[src/rtl/carregador_programa.sv]
// Program loader: packs a little-endian byte stream into 32-bit words written to instruction memory, holding the core in reset until done.
// Optional trailer-byte XOR checksum when CARREGADOR_CHECKSUM_EN is defined.
module carregador_programa #(
    parameter int NUM_MAX = 32,
    parameter int ENDR_W  = 5
) (
    input  logic              clk,
    input  logic              reset,
    input  logic              inicio,
    input  logic [5:0]        qtd_palavras,
    input  logic [7:0]        byte_in,
    input  logic              byte_valido,
    output logic              pronto,
    output logic              instr_we,
    output logic [ENDR_W-1:0] instr_endr,
    output logic [31:0]       instr_dado,
    output logic              carregando,
    output logic              concluido,
    output logic              cpu_reset,
    output logic              erro
);

    typedef enum logic [2:0] {
        OCIOSO    = 3'd0,
        RECEBE    = 3'd1,
        ESCREVE   = 3'd2,
`ifdef CARREGADOR_CHECKSUM_EN
        CHECA     = 3'd3,
`endif
        CONCLUIDO = 3'd4
    } estado_t;

`ifdef CARREGADOR_CHECKSUM_EN
    localparam estado_t FIM_CARGA = CHECA;
`else
    localparam estado_t FIM_CARGA = CONCLUIDO;
`endif
    localparam logic [5:0] NUM_MAX_C = 6'(NUM_MAX);

    estado_t           estado_q, estado_d;
    logic [5:0]        cont_q, cont_d;
    logic [ENDR_W:0]   endr_q, endr_d;     // one extra bit: holds NUM_MAX after a full load
    logic [1:0]        idx_q, idx_d;
    logic [31:0]       dado_q, dado_d;
    logic              carregando_q, carregando_d;
    logic              concluido_q, concluido_d;
    logic              cpu_reset_q, cpu_reset_d;
    logic              aceita;
    logic              ocioso_ou_fim;
    logic [5:0]        qtd_sat;

    assign ocioso_ou_fim = (estado_q == OCIOSO) || (estado_q == CONCLUIDO);
    assign qtd_sat       = (qtd_palavras > NUM_MAX_C) ? NUM_MAX_C : qtd_palavras;
    assign aceita        = byte_valido && pronto;

    always_ff @(posedge clk or posedge reset) begin
        if (reset) estado_q <= OCIOSO;
        else       estado_q <= estado_d;
    end

    always_comb begin
        estado_d = estado_q;
        case (estado_q)
            OCIOSO, CONCLUIDO:
                if (inicio) estado_d = (qtd_sat == 6'd0) ? FIM_CARGA : RECEBE;
            RECEBE:
                if (aceita && idx_q == 2'd3) estado_d = ESCREVE;
            ESCREVE:
                estado_d = (cont_q == 6'd1) ? FIM_CARGA : RECEBE;
`ifdef CARREGADOR_CHECKSUM_EN
            CHECA:
                if (aceita) estado_d = CONCLUIDO;
`endif
            default: estado_d = OCIOSO;
        endcase
    end

    always_comb begin
`ifdef CARREGADOR_CHECKSUM_EN
        pronto = (estado_q == RECEBE) || (estado_q == CHECA);
`else
        pronto = (estado_q == RECEBE);
`endif
        instr_we     = (estado_q == ESCREVE);
        concluido_d  = (estado_d == CONCLUIDO);
        cpu_reset_d  = !concluido_d;
        carregando_d = (estado_d != OCIOSO) && (estado_d != CONCLUIDO);
    end

`ifdef CARREGADOR_CHECKSUM_EN
    logic [7:0] xor_q, xor_d;
    logic       erro_q, erro_d;
`endif

    always_comb begin
        cont_d = cont_q;
        endr_d = endr_q;
        idx_d  = idx_q;
        dado_d = dado_q;
`ifdef CARREGADOR_CHECKSUM_EN
        xor_d  = xor_q;
        erro_d = erro_q;
`endif
        if (ocioso_ou_fim && inicio) begin
            cont_d = qtd_sat;
            endr_d = '0;
            idx_d  = 2'd0;
`ifdef CARREGADOR_CHECKSUM_EN
            xor_d  = 8'd0;
            erro_d = 1'b0;
`endif
        end else if (estado_q == RECEBE && aceita) begin
            dado_d[{idx_q, 3'b000} +: 8] = byte_in;
            idx_d = idx_q + 2'd1;
`ifdef CARREGADOR_CHECKSUM_EN
            xor_d = xor_q ^ byte_in;
`endif
        end else if (estado_q == ESCREVE) begin
            endr_d = endr_q + (ENDR_W+1)'(1);
            cont_d = cont_q - 6'd1;
            idx_d  = 2'd0;
        end
`ifdef CARREGADOR_CHECKSUM_EN
        else if (estado_q == CHECA && aceita) begin
            erro_d = (byte_in != xor_q);
        end
`endif
    end

    always_ff @(posedge clk or posedge reset) begin
        if (reset) begin
            cont_q       <= '0;
            endr_q       <= '0;
            idx_q        <= '0;
            dado_q       <= '0;
            carregando_q <= 1'b0;
            concluido_q  <= 1'b0;
            cpu_reset_q  <= 1'b1;
        end else begin
            cont_q       <= cont_d;
            endr_q       <= endr_d;
            idx_q        <= idx_d;
            dado_q       <= dado_d;
            carregando_q <= carregando_d;
            concluido_q  <= concluido_d;
            cpu_reset_q  <= cpu_reset_d;
        end
    end

`ifdef CARREGADOR_CHECKSUM_EN
    always_ff @(posedge clk or posedge reset) begin
        if (reset) begin
            xor_q  <= 8'd0;
            erro_q <= 1'b0;
        end else begin
            xor_q  <= xor_d;
            erro_q <= erro_d;
        end
    end
    assign erro = erro_q;
`else
    assign erro = 1'b0;
`endif

    assign instr_endr = endr_q[ENDR_W-1:0];
    assign instr_dado = dado_q;
    assign carregando = carregando_q;
    assign concluido  = concluido_q;
    assign cpu_reset  = cpu_reset_q;

endmodule

[config.mk]
export PLATFORM = sky130hd
export DESIGN_NAME = carregador_programa
export DESIGN_NICKNAME = d
export VERILOG_FILES = /design/src/rtl/carregador_programa.sv
export SDC_FILE = /design/constraint.sdc
export NUM_CORES = 1
export LEC_CHECK = 0
export ABC_AREA = 1
export BUFFER_PORTS_ARGS = -buffer_cell sky130_fd_sc_hd__buf_2
export CORE_MARGIN = 3
export CORE_UTILIZATION = 50
export CTS_CLUSTER_DIAMETER = 80
export CTS_CLUSTER_SIZE = 8
export DETAILED_ROUTE_END_ITERATION = 12
export PLACE_DENSITY = 0.75
export SKIP_CTS_REPAIR_TIMING = 1
export SLEW_MARGIN = 25
export SYNTH_ARGS = -nofsm -noshare
export SYNTH_HDL_FRONTEND = slang
export SYNTH_SLANG_ARGS = --single-unit
[constraint.sdc]
create_clock -name clk -period 2.6 [get_ports clk]
set_input_delay 0 -clock clk [delete_from_list [all_inputs] [get_ports clk]]
set_output_delay 0 -clock clk [all_outputs]
set_load 0.02 [all_outputs]
==> impl_metrics.py <==
metrics = {
    "synthesis": {
        "muxShareOfSynthArea_pct": 0,
        "syn_nets": 328,
        "synth_cell_types": 28,
        "synth_adder_area_share_pct": 3.74,
        "synth-edff-count": 0,
        "synthSimpleGateAreaFrac_pct": 27.3,
        "synth_top_family_by_area": "simple AND/OR/NAND/NOR gates",
        "synth_area_um2": 2680,
        "ys.flop_type": "dfrtp_1",
        "synth.avg_cell_area_um2": 8.86,
        "yosysSeqAreaShare_pct": 47.8,
        "synth-xor-area-share_pct": 0.327,
        "ys_ff_latch": 51,
        "ys_warn_count": 0,
        "synth_cells": 302,
        "synth_compound_area_share_pct": 13.8,
        "ys_async_sr_fraction_pct": 100,
    },
    "outcome": {
        "violations": "hold timing",
        "outcome": "finished with violations",
    },
    "finish": {
        "layout.nets": 391,
        "final_layout_size_suffix_gt1_share_pct": 32.2,
        "final_cell_mix": "nand2_1 (93), buf_2 (59), dfrtp_1 (50)",
        "n_fill_cell": 470,
        "final_common_cell": "nand2_1",
        "syn_to_final_growth_pct": 16.5,
        "n_antenna_cell": 0,
    },
    "worst_setup_path": {
        "critPathTopFamily": "adder cells",
        "critPathKind": "flop to flop",
        "end_kind": "flop",
        "cp.required_ns": 2.83,
        "r2r_slack_ns": 0.57,
        "rr_worst_depth": 6,
        "startpoint_type": "flop",
        "timing.rr.start": "idx_q[0]",
        "cp_slowest_cell": "ha_1",
        "timing.rr.end": "instr_dado[20]",
        "path_cells": "inv_1, ha_1, inv_2, nor2_2, nand3_1, o21ai_2",
        "path_max_fanout": 13,
        "worstPathArrival_ns": 2.26,
        "critPathBufInv": 2,
        "max_stage_delay_ns": 0.54,
    },
    "die": {
        "dieHeight_um": 79.1,
        "pin_count": 61,
        "core-area_um2": 4940,
        "rows": 25,
        "initial_core_util_pct": 54.1,
        "fp.dieW_um": 79.1,
        "dieArea_um2": 6260,
    },
    "global_route": {
        "grt_max_degree": 52,
        "grt_pass1_wl_um": 9200,
        "grt_pass1_vias": 1952,
        "track_usage_pct": 18.5,
        "grt_overflow": 0,
        "antenna_found_initial": 0,
    },
    "timing": {
        "period_minus_slack_ns": 2.03,
        "worstMarginPinSlew_ns": 0.626,
        "finalSetupViolations": 0,
        "hold_violations": 3,
        "maxSlewViolCount": 0,
        "skew_ns": 0.00699,
        "min_period_over_period_pct": 78.0,
        "timing.hold.ws_ns": -0.00627,
        "finalSetupTns_ns": 0,
        "setup_slack_ns": 0.571,
        "relSlewSlack_pct": 58.2,
        "max_freq_ghz": 0.493,
        "rsz0062_at_grt": "false",
    },
    "placement": {
        "pre_cts_slack_ns": 0.569,
        "place.port_buffers": 59,
        "hpwl_um": 4020,
        "gp_congestion": 0.847,
    },
    "hold_path": {
        "worstHoldPathCells": 3,
        "hp-class": "input pin to flop",
        "min_from": "byte_in[7]",
        "min_to": "instr_dado[7]",
    },
    "flow_run": {
        "cap_viol_max_count": 0,
    },
    "cts": {
        "h-tree-depth": 2,
        "clockBufferDepth": 2,
        "path_clk_slew_ns": 0.09,
        "insertion_delay_ns": 0.30,
        "cts_tree": "yes",
        "cts_buffers": 5,
        "clock-root-buffer": "clkbuf_8",
        "cts_sinks": 51,
    },
    "power": {
        "ir_drop_uv": 556,
        "power_density_nw_per_um2": 1070,
        "p_leak_nw": 1.65,
    },
    "routing": {
        "dr.first_iter.drc_count": 226,
        "wire_per_inst_um": 13.1,
        "dr.pass1.iters": 4,
        "antenna_left": 0,
        "vias": 2160,
        "via_per_inst": 4.99,
        "routed_wl_um": 5650,
        "route.detailed.drc": 0,
    },
}
## registers in the layout (all words and copies together), names as in the netlist
register,cells
instr_dado,32
estado_q,3
carregando,1
cont_q,6
cpu_reset,1
concluido,1
endr_q,5
idx_q,2
## worst max-delay path by stage
stage	from	to	cells after the start
6_report	idx_q[0]	instr_dado[20]	6
5_1_grt	idx_q[0]	instr_dado[20]	6
4_1_cts	idx_q[0]	instr_dado[20]	6
3_5_place_dp	idx_q[0]	instr_dado[20]	6
3_3_place_gp	idx_q[0]	instr_dado[20]	6
2_1_floorplan	idx_q[0]	instr_dado[0]	7
## per-layer routing
layer  vias up  routed length (um)  track usage [%]  share of wire (%)
met5         -                   0                0                  0
met4         0                  61             5.15                1.1
met3         7                 257             4.31                4.5
met2        47                2710             28.6                 48
met1      1013                2620             26.1                 46
li1       1093                   -                -                  -
## where the power goes
group          internal [W]  switching, W
Clock              0.000189      0.000247
Sequential          0.00106      0.000169
Combinational      0.000533       0.00114
Total               0.00178       0.00156
## cell usage after synthesis, types with 2 or more instances
library cell / count / area share, %
nor2_1: 21 / 2.9
dfrtp_1: 50 / 47
nand2_1: 93 / 13
buf_4: 2 / 0.56
buf_2: 2 / 0.37
inv_2: 2 / 0.28
o21ai_2: 31 / 10
o21ai_0: 10 / 1.9
buf_6: 6 / 2.5
a21oi_1: 4 / 0.75
nand3_1: 19 / 3.6
nand4_1: 6 / 1.4
inv_1: 23 / 3.2
ha_1: 8 / 3.7
nand2_2: 8 / 1.9
nand2_4: 5 / 2.1
## metrics by stage
| stage | util [%] | total power (W) | std cells | instance area (um2) |
|---|---|---|---|---|
| global route | 63.0 | 0.00360 | 433 | 3120 |
| finish | 63.0 | 0.00334 | 433 | 3120 |
| CTS | 61.6 | 0.00335 | 426 | 3050 |
| floorplan | - | 0.00255 | 302 | 2680 |
| detailed placement | 60.0 | 0.00291 | 418 | 2960 |
| global placement | 59.9 | 0.00287 | 418 | 2960 |
## worst register-to-register path, delay by kind of cell, from the launching register on
kind | cells | cell delay, ns
flip-flops | 1 | 0.45
AND/OR/NAND/NOR | 2 | 0.44
AO/OA/AOI/OAI | 1 | 0.16
adder cells (fa/ha/maj) | 1 | 0.54
buffers and inverters | 2 | 0.38
## area by class of cell
type / count / area [um2] / share of cell area, %
inverters: 25 / 96.3 / 3.09
multi-input cells: 216 / 1210 / 38.9
well taps: 67 / 83.8 / 2.69
clock buffers: 7 / 76.3 / 2.45
flip-flops and latches: 51 / 1280 / 41.0
repair buffers: 66 / 365 / 11.7
clock inverters: 1 / 5.00 / 0.161
## logic make-up (layout without fill, tap and decap cells)
| kind of cell | Yosys count | count (layout) |
|---|---|---|
| simple gates | 157 | 157 |
| flops | 51 | 51 |
| compound gates | 49 | 49 |
| buf+inv | 35 | 99 |
| fa+ha+maj | 8 | 8 |
| other cells | 1 | 1 |
| xor+xnor | 1 | 1 |
(Power assumes the default switching activity.)
